--- config.mk ---
export PLATFORM = sky130hd
export DESIGN_NAME = mem_port_arbiter
export DESIGN_NICKNAME = d
export VERILOG_FILES = /design/src/rtl/mem_arb_pkg.sv /design/src/rtl/mem_port_arbiter_rr_pick.sv /design/src/rtl/mem_port_arbiter.sv
export SDC_FILE = /design/constraint.sdc
export NUM_CORES = 1
export LEC_CHECK = 0
export ABC_AREA = 1
export CORE_AREA = 3 3 113 115
export CTS_CLUSTER_DIAMETER = 60
export DETAILED_ROUTE_END_ITERATION = 8
export DIE_AREA = 0 0 116 118
export PLACE_DENSITY = 0.67
export SETUP_SLACK_MARGIN = 0.5
export SLEW_MARGIN = 40
export SYNTH_ARGS = -nofsm -noshare
export SYNTH_HDL_FRONTEND = slang
export SYNTH_HIERARCHICAL = 1
export SYNTH_SLANG_ARGS = --single-unit
export TNS_END_PERCENT = 1
--- constraint.sdc ---
create_clock -name clk -period 1.9 [get_ports clk]
set_clock_uncertainty 0.1 [all_clocks]
set_input_delay 0.38 -clock clk [delete_from_list [all_inputs] [get_ports clk]]
set_output_delay 0.38 -clock clk [all_outputs]
set_load 0.03 [all_outputs]
--- src/rtl/mem_arb_pkg.sv ---
// mem_arb_pkg: shared widths, bus word types and arbiter state encoding
package mem_arb_pkg;
  localparam int ADDR_W = 20;
  localparam int DATA_W = 32;
  typedef logic [ADDR_W-1:0] addr_t;
  typedef logic [DATA_W-1:0] word_t;
  typedef enum logic {ARB_IDLE, ARB_BUSY} arb_state_e;
endpackage

--- src/rtl/mem_port_arbiter_rr_pick.sv ---
// rr_pick: combinational round-robin picker, first requester at or after ptr_i wins
module rr_pick #(
  parameter int NREQ = 2
) (
  input  logic [NREQ-1:0]         req_i,
  input  logic [$clog2(NREQ)-1:0] ptr_i,
  output logic                    valid_o,
  output logic [$clog2(NREQ)-1:0] idx_o
);
  localparam int IW = $clog2(NREQ);
  logic [IW-1:0] cand [NREQ];
  for (genvar k = 0; k < NREQ; k++) begin : g_cand
    assign cand[k] = IW'((int'(ptr_i) + k) % NREQ);
  end
  // scan from farthest to nearest so the candidate closest to ptr_i is written last
  always_comb begin
    idx_o = ptr_i;
    for (int k = NREQ - 1; k >= 0; k--) if (req_i[cand[k]]) idx_o = cand[k];
  end
  assign valid_o = |req_i;
endmodule

--- src/rtl/mem_port_arbiter.sv ---
// mem_port_arbiter: round-robin, lockable sharing of a single-ported word memory among NREQ masters.
// Define MEM_ARB_STATS_EN to build the per-requester grant counters on stat_grants.
module mem_port_arbiter import mem_arb_pkg::*; #(
  parameter int NREQ     = 2,
  parameter int MAX_HOLD = 16
) (
  input  logic                     clk,
  input  logic                     rst_async,
  input  logic [NREQ-1:0]          req,
  input  logic [NREQ-1:0]          req_we,
  input  logic [NREQ-1:0]          req_lock,
  input  logic [NREQ*ADDR_W-1:0]   req_addr,
  input  logic [NREQ*DATA_W-1:0]   req_wdata,
  output logic [NREQ-1:0]          ack,
  output word_t                    rdata,
  output logic [$clog2(NREQ)-1:0]  owner,
  output addr_t                    mem_address,
  output logic                     mem_write_en,
  output word_t                    mem_write_value,
  input  word_t                    mem_read_value,
  output logic [NREQ*DATA_W-1:0]   stat_grants
);
  localparam int IW = $clog2(NREQ);
  localparam int HW = $clog2(MAX_HOLD + 1);
  arb_state_e state_q, state_d;
  logic [IW-1:0] owner_q, owner_d, rr_ptr_q, rr_ptr_d, nxt_owner, pick_ptr, pick_idx;
  logic [HW-1:0] hold_cnt_q, hold_cnt_d;
  logic access, hold, pick_valid;
  assign nxt_owner = (owner_q == IW'(NREQ - 1)) ? '0 : owner_q + IW'(1);
  // while busy the search starts just past the owner, so the owner only re-wins when alone
  assign pick_ptr = (state_q == ARB_BUSY) ? nxt_owner : rr_ptr_q;
  rr_pick #(.NREQ(NREQ)) u_pick (
    .req_i   (req),
    .ptr_i   (pick_ptr),
    .valid_o (pick_valid),
    .idx_o   (pick_idx)
  );
  assign access          = (state_q == ARB_BUSY) && req[owner_q];
  assign hold            = access && req_lock[owner_q] && (int'(hold_cnt_q) < MAX_HOLD - 1);
  assign ack             = access ? NREQ'(1) << owner_q : '0;
  assign rdata           = mem_read_value;
  assign owner           = owner_q;
  assign mem_address     = access ? req_addr[owner_q*ADDR_W +: ADDR_W] : '0;
  assign mem_write_value = access ? req_wdata[owner_q*DATA_W +: DATA_W] : '0;
  assign mem_write_en    = access && req_we[owner_q];
  always_comb begin
    state_d    = state_q;
    owner_d    = owner_q;
    rr_ptr_d   = rr_ptr_q;
    hold_cnt_d = hold_cnt_q;
    if (hold) begin
      hold_cnt_d = hold_cnt_q + HW'(1);
    end else begin
      rr_ptr_d   = (state_q == ARB_BUSY) ? nxt_owner : rr_ptr_q;
      hold_cnt_d = (state_q == ARB_BUSY) ? '0 : hold_cnt_q;
      state_d    = pick_valid ? ARB_BUSY : ARB_IDLE;
      owner_d    = pick_valid ? pick_idx : owner_q;
    end
  end
  always_ff @(posedge clk or posedge rst_async) begin
    if (rst_async) begin
      state_q    <= ARB_IDLE;
      owner_q    <= '0;
      rr_ptr_q   <= '0;
      hold_cnt_q <= '0;
    end else begin
      state_q    <= state_d;
      owner_q    <= owner_d;
      rr_ptr_q   <= rr_ptr_d;
      hold_cnt_q <= hold_cnt_d;
    end
  end
`ifdef MEM_ARB_STATS_EN
  word_t grants_q [NREQ];
  for (genvar i = 0; i < NREQ; i++) begin : g_stat
    always_ff @(posedge clk or posedge rst_async) begin
      if (rst_async) grants_q[i] <= '0;
      else if (ack[i]) grants_q[i] <= grants_q[i] + word_t'(1);
    end
    assign stat_grants[i*DATA_W +: DATA_W] = grants_q[i];
  end
`else
  assign stat_grants = '0;
`endif
endmodule

After elaboration in Yosys (flattened, before gate mapping)
Index checks and enable logic that the tools add are counted.
{"block": "classes", "bitwise": 1, "magnitude_cmp": 4, "multipliers": 1, "n_reduce_logical": 7, "shift": 3, "add_sub_neg": 3, "muxes": 20}
{"cell": "indexed part select 64 x 7 -> 32 bit", "count": 1}
{"cell": "indexed part select 40 x 7 -> 20 bit", "count": 1}
{"cell": "two-way mux 32 bit", "count": 1}
{"cell": "two-way mux 20 bit", "count": 1}
{"cell": "two-way mux 1 bit", "count": 15}
{"cell": "two-way mux 5 bit", "count": 2}
{"cell": "< comparator 1 x 2 -> 1 bit, second input constant", "count": 3}
{"cell": "adder 5 x 1 -> 5 bit, second input constant", "count": 1}
{"cell": "< comparator 5 x 4 -> 1 bit, second input constant", "count": 1}
{"cell": "logical AND 1 bit", "count": 4}
{"cell": "multiplier 1 x 3 -> 4 bit, second input constant", "count": 1}
{"cell": "adder 1 bit, second input constant", "count": 2}
{"cell": "two-way mux 2 bit", "count": 1}
{"cell": "AND reduction 2 bit", "count": 1}
{"cell": "nonzero test 2 bit", "count": 1}
{"cell": "OR reduction 2 bit", "count": 1}
{"cell": "left shift 1 x 1 -> 2 bit, first input constant", "count": 1}
{"cell": "inverter 1 bit", "count": 1}
{"block": "word_totals", "regBits": 8, "out_inout_bits": 152, "word_cells": 43, "inputBits": 144}

Longest topological paths before layout
{"block": "depth", "word_depth": 8, "depth_mapped": 8, "ltp_nobuf": 8}

By module
Netlist, hierarchy kept.
{"mod": "mem_port_arbiter", "area_per_inst_um2": 1672.9, "n_inst": 1, "seq_area_each_um2": 200.2, "cells_each": 210}
{"mod": "rr_pick", "area_per_inst_um2": 18.8, "n_inst": 1, "seq_area_each_um2": 0.0, "cells_each": 4}

Worst setup path after synthesis
OpenSTA, ideal clock, no wires.
{"block": "synth_path", "kind": "reg2out", "start": "reg owner_q, in the netlist owner", "end": "out mem_write_value[22]", "arrival_ns": 1.444, "n_path_buf": 1, "setup_slack_ns": -0.024, "required_ns": 1.420, "path_stages_with_launch": 5, "cell_sequence": "dfrtp_1 nand3_1 inv_2 buf_6 a22o_1"}
{"block": "synth_via", "elab_chain_cells": 4, "elab_cells_between_ends": 5, "cone_classes": "1 x shift; 3 x mux; 1 x reduce/logical"}
{"element": "start, declared", "line_no": "mem_port_arbiter.sv:26", "source": "logic [IW-1:0] owner_q, owner_d, rr_ptr_q, rr_ptr_d, nxt_owner, pick_ptr, pick_idx;"}
{"element": "start signal, assigned", "line_no": "mem_port_arbiter.sv:68", "source": "owner_q <= owner_d;"}
{"element": "parallel branches: the longest is 3 deep, another holds indexed part select 64 x 7 -> 32 bit"}
{"element": "two-way mux 32 bit (*)", "line_no": "mem_port_arbiter.sv:44", "source": "assign mem_write_value = access ? req_wdata[owner_q*DATA_W +: DATA_W] : '0;"}
{"element": "end, declared", "line_no": "mem_port_arbiter.sv:19", "source": "output word_t mem_write_value,"}
Mark *: on every way between the ends. The select of a mux whose other input is x is not followed.

Worst setup path after layout
{"block": "layout_path", "start": "reg owner_q, in the netlist owner", "end": "out mem_write_value[28]"}
Same word-level chain as after synthesis.

==> flow_metrics.py <==
metrics = {
    "pwr": {
        "seqPwrFrac_pct": 6.7,
        "leakagePower_nw": 1.81,
        "p_switching_mw": 1.94,
        "irDropWorstVdd_mv": 0.730,
        "power.density_mw_per_mm2": 1100,
        "p_comb_share_pct": 84.3,
        "swShare_pct": 46.8,
        "power_mw": 4.14,
        "p_clk_share_pct": 9.0,
        "intPower_mw": 2.20,
    },
    "finish": {
        "finalNonFillerCells": 503,
        "drive_gt1_share_pct": 37.4,
        "final_util_pct": 31.7,
        "nets": 502,
        "fillers": 1232,
        "antenna_cells": 0,
        "syn2layout_area_growth_pct": 123,
    },
    "timing": {
        "min_period_over_period_pct": 106,
        "fmax_mhz": 498,
        "setup_violations": 52,
        "finalWorstSetupSlack_ns": -0.110,
        "final_hold_viol_count": 0,
        "drv_slew": 0,
        "rsz0062_at_grt": "true",
        "min_period_ns": 2.01,
    },
    "worst_setup_path": {
        "arrival_ns": 1.53,
        "path_cells": "nand3_2 -> inv_6 -> buf_4 -> buf_12 -> a22o_4 -> buf_4",
        "crit_family": "buffers and inverters",
        "crit_buf_inv": 4,
        "critPathMaxFanout": 11,
        "crit_path_top_delay_cell": "dfrtp_2",
        "crit_path_frequent_cell": "buf_4",
        "worstSetupEndpointType": "primary output",
        "startpoint_type": "flop",
        "reg2reg_slack_ns": 0.55,
        "worstPathRequired_ns": 1.42,
        "cpPeakStageDelay_ns": 0.43,
        "worst-setup-path-type": "reg -> out",
    },
    "detailed_routing": {
        "drt.antenna.violating_nets": 0,
        "wirelength_um": 7740,
        "via_per_inst": 3.83,
        "routedWlPerCell_um": 15.4,
        "drc": 0,
        "vias": 1924,
        "drtPass1Iterations": 3,
        "drt_iter0_markers": 66,
    },
    "place": {
        "gp_congestion": 0.776,
        "dp.cells": 491,
        "io_buffers": 167,
        "dp_hpwl_um": 6260,
    },
    "synthesis": {
        "synth_area_leaders": "buf_4 43%, a22o_1 27%, dfrtp_1 12%, nand2_1 3.3%, buf_6 2.0%",
        "synth-edff-count": 0,
        "synthMostInstantiatedCell": "buf_4",
        "yosysWarnings": 6,
        "synthCells": 214,
        "ys_ff_latch": 8,
        "synth_top_area_share_pct": 43.5,
        "synth_top_cell_by_area": "buf_4",
        "synthTopCellsByCount": "98 x buf_4, 53 x a22o_1, 15 x nand2_1",
        "syn_area_mm2": 0.00169,
        "ys.flop_type": "dfrtp_1",
        "ys_types": 22,
        "ys_async_sr_fraction_pct": 100,
        "seq_area_frac_synth_pct": 11.8,
        "syn_area_per_cell_um2": 7.90,
    },
    "min_path": {
        "worst_hold_path_type": "in -> async",
    },
    "clock_tree": {
        "path_clk_slew_ns": 0.04,
        "clkLatencyLatePin_ns": 0.24,
        "clockBufferDepth": 2,
        "cts_hold_buffers": 0,
        "cts_root_buffer": "clkbuf_16",
        "h-tree-depth": 1,
        "cts_tree": "done",
        "cts.sinks": 8,
        "cts_buffers": 3,
    },
    "global_route": {
        "grt_pass1_wl_um": 10900,
        "grt_pass1_vias": 1891,
        "grt_usage_pct": 10.2,
        "grt_max_degree": 22,
        "grt_antenna_before_repair": 0,
        "overflow": 0,
    },
    "floorplan": {
        "fp.coreArea_mm2": 0.0119,
        "num_rows": 40,
        "die_area_mm2": 0.0137,
        "io_pins": 296,
        "dieHeight_um": 118,
        "start_util_pct": 14.2,
        "fp.dieW_um": 116,
    },
    "status": {
        "run_status": "finished, violations left",
        "violations": "setup timing",
    },
    "flow_run": {
        "drv_cap": 0,
    },
}
-- sequential cells by signal (all words and copies together) (netlist names) --
signal      flops
hold_cnt_q      5
owner           1
rr_ptr_q        1
state_q         1
-- cell families after synthesis --
group	Yosys count	synth area share [%]
compound gates	63	30.8
xor+xnor	1	0.518
fa+ha+maj	1	0.740
buf+inv	115	49.0
flops	8	11.8
other cells	1	0.222
simple gates	25	6.88
-- through the flow --
step           area, um2  setup slack [ns]  setup TNS, ns  hold WS, ns
2_1_floorplan       2410             0.293              0       0.0956
3_3_place_gp        3450            -0.364         -17.46        0.414
3_5_place_dp        3450            -0.381         -18.21        0.432
4_1_cts             3750            -0.120          -5.04        0.334
5_1_grt             3770            -0.146          -6.76        0.356
6_report            3770            -0.110          -4.55        0.316
-- cell usage in the layout (no fill, tap or decap), drive strengths merged --
| master | synthesis | layout |
|---|---|---|
| clkdlybuf4s50 | 0 | 109 |
| buf | 106 | 69 |
| conb | 1 | 64 |
| a22o | 53 | 53 |
| nand2 | 15 | 15 |
| inv | 9 | 9 |
| dfrtp | 8 | 8 |
| o21ai | 6 | 6 |
| clkbuf | 0 | 4 |
| nor2 | 4 | 4 |
| nand3 | 4 | 4 |
| dlygate4sd2 | 0 | 2 |
| xnor2 | 1 | 1 |
| nand4 | 1 | 1 |
| o22ai | 1 | 1 |
| a31o | 1 | 1 |
| a21boi | 1 | 1 |
| ha | 1 | 1 |
| bufbuf | 0 | 1 |
| or2 | 1 | 1 |
| a21oi | 1 | 1 |
-- power groups by stage --
stage	Clock, mW	Combinational (mW)	Sequential [mW]
6_report	0.373	3.49	0.278
5_1_grt	0.394	3.68	0.287
4_1_cts	0.380	3.49	0.277
3_5_place_dp	0	3.09	0.294
3_3_place_gp	0	3.06	0.287
2_1_floorplan	0	2.28	0.298
-- metal layers --
metal	GRT usage (%)	share of wire [%]	vias up
met5	0	0	-
met4	1.96	0.81	0
met3	3.24	13	11
met2	18.2	50	142
met1	11.8	37	890
li1	-	-	881
-- area by class of cell --
| cell class | instances | area (um2) | area share [%] |
|---|---|---|---|
| Clock buffer | 4 | 78.8 | 2.09 |
| Multi-Input combinational cell | 154 | 1350 | 35.8 |
| Timing Repair Buffer | 181 | 1920 | 50.8 |
| Inverter | 9 | 38.8 | 1.03 |
| Sequential cell | 8 | 201 | 5.34 |
| Tap cell | 147 | 184 | 4.87 |
-- path summary, 6_finish.rpt --
kind,startpoint,depth (start not counted),endpoint
min reg2reg,rr_ptr_q$_DFFE_PP0N_,2,rr_ptr_q$_DFFE_PP0N_
max in group asynchronous,rst_async,2,owner$_DFFE_PP0P_
min,rst_async,2,state_q$_DFFE_PP0N_
min in group clk,rr_ptr_q$_DFFE_PP0N_,2,rr_ptr_q$_DFFE_PP0N_
max reg2reg,state_q$_DFFE_PP0N_,8,owner$_DFFE_PP0P_
max,owner$_DFFE_PP0P_,6,mem_write_value[28]
-- timing repair --
| item | CTS | global route |
|---|---|---|
| gates resized for setup | 35 | 10 |
| endpoints found under the setup margin | 64 | 64 |
| buffers inserted | 5 | 0 |
| pin swaps | 3 | 4 |
| hold endpoints to repair | 0 | 0 |
| gates cloned | 3 | 0 |
Note: power is estimated with default switching activity, not from simulation.
